**config.mk**
```make
export PLATFORM = sky130hd
export DESIGN_NAME = char_pwm_seq
export DESIGN_NICKNAME = d
export VERILOG_FILES = /design/src/rtl/char_pwm_pkg.sv /design/src/rtl/char_pwm_phase_cnt.sv /design/src/rtl/char_pwm_seq.sv
export SDC_FILE = /design/constraint.sdc
export NUM_CORES = 1
export LEC_CHECK = 0
export ABC_AREA = 0
export BUFFER_PORTS_ARGS = -buffer_cell sky130_fd_sc_hd__buf_2
export CAP_MARGIN = 20
export CORE_ASPECT_RATIO = 1.1
export CORE_MARGIN = 2
export CORE_UTILIZATION = 55
export CTS_BUF_LIST = sky130_fd_sc_hd__clkbuf_8
export CTS_CLUSTER_DIAMETER = 40
export DETAILED_ROUTE_END_ITERATION = 8
export PLACE_DENSITY = 0.75
export SLEW_MARGIN = 0
export SYNTH_ARGS = -nofsm -noshare
export SYNTH_HDL_FRONTEND = slang
export SYNTH_SLANG_ARGS = --single-unit
```
**constraint.sdc**
```tcl
create_clock -name clk -period 4 [get_ports clk]
set_input_delay 0.4 -clock clk [delete_from_list [all_inputs] [get_ports clk]]
set_output_delay 0.4 -clock clk [all_outputs]
set_load 0.005 [all_outputs]
```
**src/rtl/char_pwm_pkg.sv**
```systemverilog
// Shared constants, phase-counter state encoding and the default pattern table for char_pwm_seq.
package char_pwm_pkg;

  localparam int unsigned HOLD_W = 8;

  localparam logic [15:0] CHAR_A = 16'h9F8F;
  localparam logic [15:0] CHAR_J = 16'h6998;
  localparam logic [15:0] CHAR_N = 16'h9DA9;
  localparam logic [15:0] CHAR_X = 16'h9679;

  typedef enum logic {
    PH_IDLE = 1'b0,
    PH_RUN  = 1'b1
  } phase_state_e;

  // Power-on content of one slot; the glyphs only make sense on a 16-pixel array.
  function automatic logic [15:0] default_char(input int unsigned n_pix, input int unsigned slot);
    logic [15:0] pat;
    pat = 16'h0000;
    if (n_pix == 16) begin
      case (slot)
        0:       pat = CHAR_A;
        1:       pat = CHAR_J;
        2:       pat = CHAR_N;
        3:       pat = CHAR_X;
        default: pat = 16'h0000;
      endcase
    end
    return pat;
  endfunction

endpackage

```
**src/rtl/char_pwm_phase_cnt.sv**
```systemverilog
// Carrier period counter: tracks the position inside the current period and flags period boundaries.
module char_pwm_phase_cnt
  import char_pwm_pkg::*;
#(
  parameter int unsigned CNT_W = 8
) (
  input  logic             clk,
  input  logic             rst,
  input  logic             enable,
  input  logic [CNT_W-1:0] period_len,
  output logic             load_c,
  output logic             hi_c,
  output logic             running,
  output logic [CNT_W-1:0] cnt
);

  phase_state_e     state_q;
  phase_state_e     state_d;
  logic [CNT_W-1:0] per_q;
  logic [CNT_W:0]   per_plus1;

  assign running = (state_q == PH_RUN);

  // Load on start-up and on the last count of each period.
  always_comb begin
    state_d = state_q;
    load_c  = 1'b0;
    case (state_q)
      PH_IDLE: begin
        if (enable) begin
          load_c  = 1'b1;
          state_d = PH_RUN;
        end
      end
      PH_RUN: begin
        if (!enable) begin
          state_d = PH_IDLE;
        end else if (cnt == per_q) begin
          load_c = 1'b1;
        end
      end
      default: state_d = PH_IDLE;
    endcase
  end

  always_ff @(posedge clk) begin
    if (rst) begin
      state_q <= PH_IDLE;
      cnt     <= '0;
      per_q   <= CNT_W'(1);
    end else begin
      state_q <= state_d;
      if (!enable) begin
        cnt <= '0;
      end else if (load_c) begin
        cnt   <= '0;
        per_q <= (period_len == '0) ? CNT_W'(1) : period_len;
      end else begin
        cnt <= cnt + CNT_W'(1);
      end
    end
  end

  // High phase is floor(period/2) cycles, so odd periods get the shorter high phase.
  assign per_plus1 = {1'b0, per_q} + (CNT_W + 1)'(1);
  assign hi_c      = (cnt < per_plus1[CNT_W:1]);

endmodule

```
**src/rtl/char_pwm_seq.sv**
```systemverilog
// Phase-encoded character pattern generator with a writable slot table.
// Define CHAR_PWM_AUTOSEQ_EN to add the automatic slot sequencer (seq_en, hold_periods).
module char_pwm_seq
  import char_pwm_pkg::*;
#(
  parameter int unsigned N_PIX  = 16,
  parameter int unsigned N_CHAR = 4,
  parameter int unsigned CNT_W  = 8,
  localparam int unsigned SEL_W = $clog2(N_CHAR)
) (
  input  logic              clk,
  input  logic              rst,
  input  logic              enable,
  input  logic [CNT_W-1:0]  period_len,
  input  logic [SEL_W-1:0]  char_select,
  input  logic              wr_valid,
  output logic              wr_ready,
  input  logic [SEL_W-1:0]  wr_addr,
  input  logic [N_PIX-1:0]  wr_data,
  output logic [N_PIX-1:0]  digit,
  output logic              frame_start,
  output logic [SEL_W-1:0]  active_char
`ifdef CHAR_PWM_AUTOSEQ_EN
  ,
  input  logic              seq_en,
  input  logic [HOLD_W-1:0] hold_periods
`endif
);

  localparam bit POW2 = ((1 << SEL_W) == N_CHAR);

  logic             load_c;
  logic             hi_c;
  logic             running;
  logic [CNT_W-1:0] cnt;
  logic [SEL_W-1:0] sel_raw_c;
  logic [SEL_W-1:0] sel_c;
  logic             sel_ok_c;
  logic             addr_ok_c;
  logic [N_PIX-1:0] shadow;
  logic [N_PIX-1:0] pat_tbl [N_CHAR];

  char_pwm_phase_cnt #(
    .CNT_W (CNT_W)
  ) u_phase_cnt (
    .clk        (clk),
    .rst        (rst),
    .enable     (enable),
    .period_len (period_len),
    .load_c     (load_c),
    .hi_c       (hi_c),
    .running    (running),
    .cnt        (cnt)
  );

`ifdef CHAR_PWM_AUTOSEQ_EN
  logic              seq_en_q;
  logic [HOLD_W-1:0] hold_cnt;
  logic [SEL_W-1:0]  seq_idx;
  logic              seq_rise_c;
  logic [HOLD_W-1:0] hold_cur_c;
  logic [SEL_W-1:0]  seq_cur_c;

  // A fresh seq_en restarts the sweep from slot 0, even if a load coincides.
  assign seq_rise_c = seq_en && !seq_en_q;
  assign hold_cur_c = seq_rise_c ? '0 : hold_cnt;
  assign seq_cur_c  = seq_rise_c ? '0 : seq_idx;
  assign sel_raw_c  = seq_en ? seq_cur_c : char_select;

  always_ff @(posedge clk) begin
    if (rst) begin
      seq_en_q <= 1'b0;
      hold_cnt <= '0;
      seq_idx  <= '0;
    end else begin
      seq_en_q <= seq_en;
      hold_cnt <= hold_cur_c;
      seq_idx  <= seq_cur_c;
      if (seq_en && load_c) begin
        if (hold_cur_c == hold_periods) begin
          hold_cnt <= '0;
          seq_idx  <= (32'(seq_cur_c) == N_CHAR - 1) ? '0 : seq_cur_c + SEL_W'(1);
        end else begin
          hold_cnt <= hold_cur_c + HOLD_W'(1);
        end
      end
    end
  end
`else
  assign sel_raw_c = char_select;
`endif

  // Slot indices beyond N_CHAR only exist when N_CHAR is not a power of two.
  generate
    if (POW2) begin : g_pow2
      assign sel_ok_c  = 1'b1;
      assign addr_ok_c = 1'b1;
    end else begin : g_npow2
      assign sel_ok_c  = (32'(sel_raw_c) < N_CHAR);
      assign addr_ok_c = (32'(wr_addr) < N_CHAR);
    end
  endgenerate

  assign sel_c    = sel_ok_c ? sel_raw_c : '0;
  assign wr_ready = !rst && !load_c;

  // Pattern table; loads are excluded from write cycles so the shadow copy never races a write.
  always_ff @(posedge clk) begin
    if (rst) begin
      for (int unsigned i = 0; i < N_CHAR; i++) begin
        pat_tbl[i] <= N_PIX'(default_char(N_PIX, i));
      end
    end else if (wr_valid && wr_ready && addr_ok_c) begin
      pat_tbl[wr_addr] <= wr_data;
    end
  end

  always_ff @(posedge clk) begin
    if (rst) begin
      shadow      <= '0;
      active_char <= '0;
      digit       <= '0;
      frame_start <= 1'b0;
    end else begin
      if (load_c) begin
        shadow      <= pat_tbl[sel_c];
        active_char <= sel_c;
      end
      // Active pixels follow the carrier, inactive pixels run in antiphase.
      if (enable && running) begin
        digit       <= hi_c ? shadow : ~shadow;
        frame_start <= (cnt == '0);
      end else begin
        digit       <= '0;
        frame_start <= 1'b0;
      end
    end
  end

endmodule

```
==> Yosys cells after proc, flatten, opt, wreduce, memory -nomap -nowiden <==
Memories as Yosys holds them, arrays and structs flattened. A register that Yosys moved wholly into a read port is not among the register bits.
Index checks and enable logic that the tools add are counted.
{ "totals": {"ff_bits": 36, "wordCells": 44, "mem_count": 1, "inputBits": 32, "ram_bits": 64} }
{ "mem_list": {"columns": ["name", "depth", "word_bits", "read_ports", "rd_clocked_by_memory_dff", "wr", "line", "rtl"], "rows": [
  ["pat_tbl", 4, 16, 1, 1, 4, "char_pwm_seq.sv:41", "logic [N_PIX-1:0] pat_tbl [N_CHAR];"]
]} }
{ "classes": {"n_reduce_logical": 11, "n_addsub": 2, "n_bitwise": 4, "magnitude_cmp": 1, "n_eq_ne": 1, "mux": 18} }
{ "ops": {"columns": ["op", "n"], "rows": [
  ["$mux W16", 6],
  ["$logic_not A8 Y1", 2],
  ["$not A16 Y16", 1],
  ["$reduce_or A16 Y1", 1],
  ["$add A8 B1 Y9 const B", 1],
  ["$mux W1", 9],
  ["$add A8 B1 Y8 const B", 1],
  ["$eq A8 B8 Y1", 1],
  ["$lt A8 B8 Y1", 1],
  ["$mux W8", 1],
  ["$logic_and A1 B1 Y1", 3],
  ["$not A1 Y1", 3],
  ["$reduce_or A3 Y1", 1],
  ["$logic_not A1 Y1", 2],
  ["$mux W2", 1],
  ["$pmux W1 S2", 1],
  ["$reduce_and A2 Y1", 1],
  ["$reduce_or A2 Y1", 1]
]} }

==> Logic depth before layout (Yosys ltp) <==
Gate-level depths: netlist of run 1.
{ "depth": {"ltp_word": 12, "mapped_depth": 12, "depth_no_buf": 10} }

==> Cells and area by module <==
A second synthesis of run 1 with hierarchy kept.
{ "hier_totals": {"hier_cells": 425, "hier_area_um2": 5092.4} }
{ "by_module_without_submodules": {"columns": ["mod", "cells_per_inst", "n_inst", "area_each_um2"], "rows": [
  ["char_pwm_seq", 312, 1, 4090.2],
  ["char_pwm_phase_cnt", 113, 1, 1002.2]
]} }

==> Worst setup path before layout of run 1 <==
No wires, ideal clock.
{ "synth_timing": {"path_type": "register -> register", "from": "reg u_phase_cnt.per_q[2]", "to": "reg digit[0]", "t_required_ps": 3860, "setup_ps": 140, "n_path_buf": 2, "stages_incl_launch_ff": 12, "setup_slack_ps": 1571, "synth_period_minus_slack_ps": 2429, "t_arrival_ps": 2288, "cell_sequence": "dfxtp_1 and4_2 nand4_1 xor2_1 ha_1 a21o_1 a21oi_1 clkbuf_1 buf_2 nor3_1 a31oi_1 o311ai_0"} }
{ "synth_via": {"elab_chain_cells": 3} }
{ "synth_rtl": {"columns": ["item", "line", "rtl"], "rows": [
  ["start: declaration", "char_pwm_phase_cnt.sv:19", "logic [CNT_W-1:0] per_q;"],
  ["start signal: assignment", "char_pwm_phase_cnt.sv:57", "per_q <= (period_len == '0) ? CNT_W'(1) : period_len;"],
  ["$add A8 B1 Y9", "char_pwm_phase_cnt.sv:65", "assign per_plus1 = {1'b0, per_q} + (CNT_W + 1)'(1);"],
  ["$lt A8 B8 Y1", "char_pwm_phase_cnt.sv:66", "assign hi_c = (cnt < per_plus1[CNT_W:1]);"],
  ["$mux W16", "char_pwm_seq.sv:131", "digit <= hi_c ? shadow : ~shadow;"],
  ["end signal: assignment", "char_pwm_seq.sv:131", null],
  ["end: declaration", "char_pwm_seq.sv:20", "output logic [N_PIX-1:0] digit,"]
]} }
No other way between the ends.
A chain may end at the register's enable or synchronous reset.

==> Worst setup path in the final report of run 1 <==
{ "layout_timing": {"from": "reg u_phase_cnt.cnt[2]", "to": "out wr_ready"} }
{ "layout_via": {"elab_chain_cells": 6} }
{ "layout_rtl": {"columns": ["item", "line", "rtl"], "rows": [
  ["start: declaration", "char_pwm_phase_cnt.sv:14", "output logic [CNT_W-1:0] cnt"],
  ["start signal: assignment", "char_pwm_phase_cnt.sv:59", "cnt <= cnt + CNT_W'(1);"],
  ["$eq A8 B8 Y1", "char_pwm_phase_cnt.sv:38", "end else if (cnt == per_q) begin"],
  ["$mux W1", "char_pwm_phase_cnt.sv:38", null],
  ["$mux W1", "char_pwm_phase_cnt.sv:36", "if (!enable) begin"],
  ["$pmux W1 S2", "char_pwm_phase_cnt.sv:28", "case (state_q)"],
  ["$logic_not A1 Y1", "char_pwm_seq.sv:105", "assign wr_ready = !rst && !load_c;"],
  ["$logic_and A1 B1 Y1", "char_pwm_seq.sv:105", null],
  ["end: declaration", "char_pwm_seq.sv:17", "output logic wr_ready,"]
]} }
No other way between the ends.

==> impl_metrics.yaml, run 1 <==
drt:
  drt_iter0_drc: 328
  wl_per_cell_um: 17.3
  num_vias: 4271
  totalWireLength_mm: 12.3
  route.detailed.drc: 0
  ant_nets: 0
  drtPass1Iterations: 5
  vias_per_cell: 6.02
yosys:
  synth.area.mux_share_pct: 9.06
  syn_inst: 518
  synth_edf_count: 64
  avgSynthCellArea_um2: 11.1
  synth_nets: 560
  synth_top_family_by_area: "simple AND/OR/NAND/NOR gates"
  syn_area_um2: 5750
  synth_xor_xnor_area_share_pct: 3.05
  yosysTopAreaCell: "edfxtp_1"
  synth-async-reset-ratio_pct: 0
  yosys.cell_count.top_type: "edfxtp_1"
  synth.top_cell.area_share_pct: 33.4
  synth_fa_ha_area_share_pct: 2.18
  synth_area_leaders: "edfxtp_1 (33%), dfxtp_1 (18%), mux4_2 (6.3%), nand3_1 (3.3%), mux2i_1 (2.8%)"
  synthFlopType: "edfxtp_1"
  netlist_top_cells_count: "edfxtp_1 (64), dfxtp_1 (52), nand3_1 (38)"
  synth_compound_area_share_pct: 11.7
  synth-simple-area-share_pct: 18.2
  yosysSeqAreaShare_pct: 51.5
  synth-seq-cells: 116
  synth_cell_type_count: 52
  yosysWarnings: 0
floorplanning:
  die_h_um: 111
  core_area_um2: 10300
  rows: 39
  design.portCount: 52
  dieArea_um2: 11300
  initial_core_util_pct: 55.8
  die_x_um: 101
timing:
  slew_viol_final: 0
  skew_ns: 0.0122
  clock.fmax_mhz: 350
  finalSetupViolCount: 0
  hold_viol_final: 0
  layout_setup_ws_ns: 1.14
  finalCritPeriodShare_pct: 71.5
  slew_headroom_pct: 44.7
  finalSetupTns_ns: 0
  fin_crit_ns: 2.86
  rsz0062_at_grt: "false"
  tightest_slew_ns: 0.829
final_layout:
  multi_input_area_um2: 2540
  antenna_cells: 0
  n_fill_cell: 836
  nets: 595
  layout-drive-gt1-share_pct: 21.2
  seq_area_um2: 2960
  syn_to_final_growth_pct: 11.5
grt:
  grt_max_degree: 49
  grt_overflow: 0
  antenna_found_initial: 0
  track_usage_pct: 22.8
  grt_pass1_vias: 3936
  grt_pass1_wl_mm: 19.9
setup_path:
  worstPathCellList: "xnor2_1, nand4_2, o21a_4, nor2_2, nor2_1, buf_2"
  critPathMaxFanout: 27
  path_class: "flip-flop to primary output"
  cp-start-kind: "flip-flop"
  endpoint: "wr_ready"
  r2r_end: "pat_tbl[3][15]$_DFFE_PP_"
  rr_startpoint: "u_phase_cnt.cnt[2]$_SDFF_PP0_"
  r2r_setup_slack_ns: 1.38
  critPathLaunch: "u_phase_cnt.cnt[2]$_SDFF_PP0_"
  slowest_stage: "nor2_2"
  cpPeakStageDelay_ns: 0.52
  cp.depth: 6
  path_buf_inv: 1
  worst-r2r-cell-count: 7
  cp-end-kind: "primary output"
  required_ns: 3.60
  cp.arrival_ns: 2.46
  cp_top_family: "simple AND/OR/NAND/NOR gates"
power_and_ir_drop:
  leakage_uw: 0.00226
  peakVddDrop_mv: 0.272
  powerDensity_nw_per_um2: 409
placed_design:
  place_ws_ns: 1.36
  dpl.hpwl_mm: 7.94
  port_buffers: 51
  gp_congestion: 0.761
clocking:
  ctsResizeCount: 0
  htreeDepth: 4
  insertion_delay_ns: 0.42
  cts.path.max_buffers: 2
  post-cts-setup-buffers: 0
  cts-buffers-inserted: 17
  cts.hold.buffers_added: 0
  cts_tree: "yes"
  cts.reportedPaths.clkPinSlew_ns: 0.07
  cts_num_sinks: 116
  cts-root-buf: "clkbuf_8"
min_path:
  hold_class: "primary input to flip-flop"
  min_path_cells: 3
status:
  status: "completed"
job:
  max_cap_viol_count: 0
-- layer usage --
layer  global-route usage [%]  part of all wire, %
met1                     31.9                   43
met2                     36.0                   50
met3                     4.79                  5.9
met4                     6.49                 0.77
met5                        0                    0
-- layout by cell type (no fill, tap or decap), drive strengths merged, types with 7 or more instances in the layout --
master | synthesis | layout
clkinv | 0 | 9
a21oi | 28 | 28
nand3 | 38 | 38
nand2 | 9 | 9
edfxtp | 64 | 64
and3 | 16 | 16
and4 | 17 | 17
nor3 | 22 | 22
clkbuf | 24 | 17
buf | 17 | 57
dfxtp | 52 | 52
or2 | 12 | 12
xnor2 | 12 | 12
xor2 | 8 | 8
nor2 | 38 | 38
or3 | 10 | 10
a31oi | 18 | 18
inv | 12 | 14
o311ai | 16 | 16
ha | 10 | 10
mux4 | 16 | 16
mux2i | 16 | 16
nand2b | 7 | 7
o21ai | 29 | 29
-- stage by stage --
step,cells,hold WS (ns),instance area [µm²],power (µW),utilization [%]
3_5_place_dp,677,0.491,6030,1600,58.5
4_1_cts,709,0.222,6410,2630,62.3
6_report,709,0.242,6410,2620,62.3
2_1_floorplan,518,0.457,5750,1520,-
3_3_place_gp,677,0.491,6030,1590,58.5
5_1_grt,709,0.228,6410,2710,62.3
-- state kept, by name (all words and copies together), names as in the netlist --
| signal | count |
|---|---|
| pat_tbl | 64 |
| u_phase_cnt.cnt | 8 |
| frame_start | 1 |
| active_char | 2 |
| digit | 16 |
| u_phase_cnt.running | 1 |
| u_phase_cnt.per_q | 8 |
| shadow | 16 |
-- power by group --
part / switching (µW) / internal, µW / total [µW]
clock: 449 / 597 / 1050
sequential: 35.6 / 1310 / 1340
combinational: 139 / 91.0 / 230
-- layout make-up --
type | instances | area share, %
Sequential cell | 116 | 46.2
Multi-Input combinational cell | 349 | 39.6
Timing Repair Buffer | 57 | 4.68
Clock buffer | 17 | 3.65
Tap cell | 143 | 2.79
Clock inverter | 15 | 2.30
Inverter | 12 | 0.703
-- worst min-delay path by stage --
stage                                        end                          start  slack [ns]
6_report       u_phase_cnt.per_q[5]$_SDFFE_PP0P_                  period_len[5]        0.24
5_1_grt        u_phase_cnt.per_q[5]$_SDFFE_PP0P_                  period_len[5]        0.23
4_1_cts        u_phase_cnt.per_q[5]$_SDFFE_PP0P_                  period_len[5]        0.22
3_5_place_dp         active_char[1]$_SDFFE_PP0P_    active_char[1]$_SDFFE_PP0P_        0.49
3_3_place_gp       u_phase_cnt.cnt[0]$_SDFF_PP0_  u_phase_cnt.cnt[0]$_SDFF_PP0_        0.49
2_1_floorplan      u_phase_cnt.cnt[0]$_SDFF_PP0_  u_phase_cnt.cnt[0]$_SDFF_PP0_        0.46
-- kinds of logic after synthesis --
family	after synthesis
xor+xnor	20
fa+ha+maj	10
compound gates	101
buf+inv	53
simple gates	186
flops	116
mux	32
-- worst register-to-register path, cell delays in order, from the launching register on --
cell and delay [ns]:
dfxtp_1 0.49, xnor2_1 0.19, nand4_2 0.21, o21ai_4 0.18
buf_4 0.28, nand2_1 0.09, buf_4 0.24, a41o_1 0.57
Note: power is estimated with default switching activity, not from simulation.
==> run 2: changes to the inputs <==
==> constraint.sdc (replaced) <==
create_clock -name clk -period 2.7 [get_ports clk]
set_input_delay 0.27 -clock clk [delete_from_list [all_inputs] [get_ports clk]]
set_output_delay 0.27 -clock clk [all_outputs]
set_load 0.005 [all_outputs]
==> run 2 against run 1 <==
Utilization up 0.74 points. Via count rose by 0.14%. Clock power increased by 42%. Power rose by 46%. Sequential cell count is the same.
==> impl_metrics.yaml, run 2 (synthesis gave the netlist of run 1 again) <==
clocking:
  cts.path.max_buffers: 2
  cts.reportedPaths.clkPinSlew_ns: 0.07
  ctsResizeCount: 0
  cts.hold.buffers_added: 0
  cts_tree: "yes"
  cts_num_sinks: 116
  post-cts-setup-buffers: 0
  htreeDepth: 4
  cts-buffers-inserted: 17
  cts-root-buf: "clkbuf_8"
  insertion_delay_ns: 0.43
setup_path:
  path_class: "flip-flop to primary output"
  cp-end-kind: "primary output"
  cp-start-kind: "flip-flop"
  required_ns: 2.43
  cp.arrival_ns: 2.28
  critPathMaxFanout: 27
timing:
  slew_viol_final: 0
  fin_crit_ns: 2.55
  finalSetupTns_ns: 0
  tightest_slew_ns: 0.833
  finalSetupViolCount: 0
  slew_headroom_pct: 44.5
  clock.fmax_mhz: 392
  rsz0062_at_grt: "false"
  skew_ns: 0.00961
  layout_setup_ws_ns: 0.152
  hold_viol_final: 0
  finalCritPeriodShare_pct: 94.4
drt:
  route.detailed.drc: 0
  ant_nets: 0
  num_vias: 4277
  wl_per_cell_um: 17.4
  drtPass1Iterations: 5
  vias_per_cell: 5.96
  totalWireLength_mm: 12.5
  drt_iter0_drc: 256
floorplanning:
  die_x_um: 101
  initial_core_util_pct: 55.8
  core_area_um2: 10300
  rows: 39
  design.portCount: 52
  dieArea_um2: 11300
  die_h_um: 111
power_and_ir_drop:
  total_power_uw: 3820
  leakage_uw: 0.00229
  pwr-share-clk_pct: 38.9
  switching_share_pct: 26.5
  p_seq_share_pct: 52.0
  peakVddDrop_mv: 0.366
  power_switching_uw: 1010
  p_comb_share_pct: 9.1
  powerDensity_nw_per_um2: 589
  intPower_uw: 2810
final_layout:
  top_register: "pat_tbl"
  most-common-layout-cells: "edfxtp_1 (64), dfxtp_1 (52), buf_2 (51)"
  largest_reg_flops: 64
  n_fill_cell: 853
  multi_input_area_um2: 2540
  syn_to_final_growth_pct: 12.8
  final_common_cell: "edfxtp_1"
  seq_area_um2: 2960
  antenna_cells: 0
  layout-drive-gt1-share_pct: 23.5
  nets: 604
  top_regs: "pat_tbl x64, digit x16, shadow x16"
placed_design:
  gp_congestion: 0.768
  place_ws_ns: 0.254
  port_buffers: 51
  dpl.hpwl_mm: 8.06
grt:
  grt_overflow: 0
  grt_pass1_wl_mm: 20.5
  antenna_found_initial: 0
  grt_max_degree: 49
  grt_pass1_vias: 4153
  track_usage_pct: 23.4
status:
  status: "completed"
min_path:
  hold_class: "primary input to flip-flop"
job:
  max_cap_viol_count: 0
run 2: cell types whose count changed in the layout (fill, tap and decap cells not counted):
cell	delta
buf_4	+7
clkinv_1	-4
inv_6	+4
clkinvlp_4	+3
buf_12	+2
bufinv_16	-2
inv_1	-2
clkinv_4	+1
run 2: power by group through the flow:
| stage | sequential, µW | combinational (µW) | clock, µW |
|---|---|---|---|
| 5_1_grt | 2000 | 383 | 1570 |
| 2_1_floorplan | 2010 | 242 | 0 |
| 3_3_place_gp | 2020 | 339 | 0 |
| 4_1_cts | 1990 | 350 | 1500 |
| 6_report | 1990 | 348 | 1490 |
| 3_5_place_dp | 2030 | 348 | 0 |
run 2: area by class of cell:
cell class | count | share of cell area (%)
Sequential cell | 116 | 45.7
Tap cell | 143 | 2.76
Inverter | 12 | 0.694
Multi-Input combinational cell | 349 | 39.2
Timing Repair Buffer | 66 | 6.06
Clock inverter | 15 | 2.03
Clock buffer | 17 | 3.61
run 2: critical path, stage by stage, from the launching register on:
cell and delay, ns:
dfxtp_1 0.50, xnor2_1 0.19, nand4_2 0.20, o21a_4 0.35
nor2_2 0.35, nor2_1 0.12, buf_2 0.15
run 2: worst paths after layout:
| kind | end | start | slack, ns | depth (start not counted) |
|---|---|---|---|---|
| worst min-delay path | u_phase_cnt.per_q[1]$_SDFFE_PP0P_ | period_len[1] | 0.11 | 3 |
| worst max register to register | digit[4]$_SDFF_PP0_ | u_phase_cnt.per_q[3]$_SDFFE_PP0P_ | 0.24 | 10 |
| worst max-delay path | wr_ready | u_phase_cnt.cnt[2]$_SDFF_PP0_ | 0.15 | 6 |
| worst min register to register | active_char[1]$_SDFFE_PP0P_ | active_char[1]$_SDFFE_PP0P_ | 0.51 | 2 |
run 2: per-stage QoR:
| stage | hold slack, ns | util (%) | std cells | cell area (µm²) |
|---|---|---|---|---|
| after floorplan | 0.418 | - | 518 | 5750 |
| after global placement | 0.492 | 59.4 | 686 | 6120 |
| after detailed placement | 0.497 | 59.4 | 686 | 6120 |
| after CTS | 0.0838 | 63.0 | 718 | 6490 |
| after global routing | 0.103 | 63.0 | 718 | 6490 |
| final | 0.109 | 63.0 | 718 | 6490 |
run 2: layer usage:
| layer | global-route usage, % | up-vias | part of all wire (%) | wire, µm |
|---|---|---|---|---|
| met5 | 0 | - | 0 | 0 |
| met4 | 7.30 | 0 | 1.2 | 151 |
| met3 | 5.74 | 15 | 5.3 | 659 |
| met2 | 38.5 | 124 | 50 | 6260 |
| met1 | 30.4 | 2087 | 43 | 5430 |
| li1 | - | 2051 | - | - |
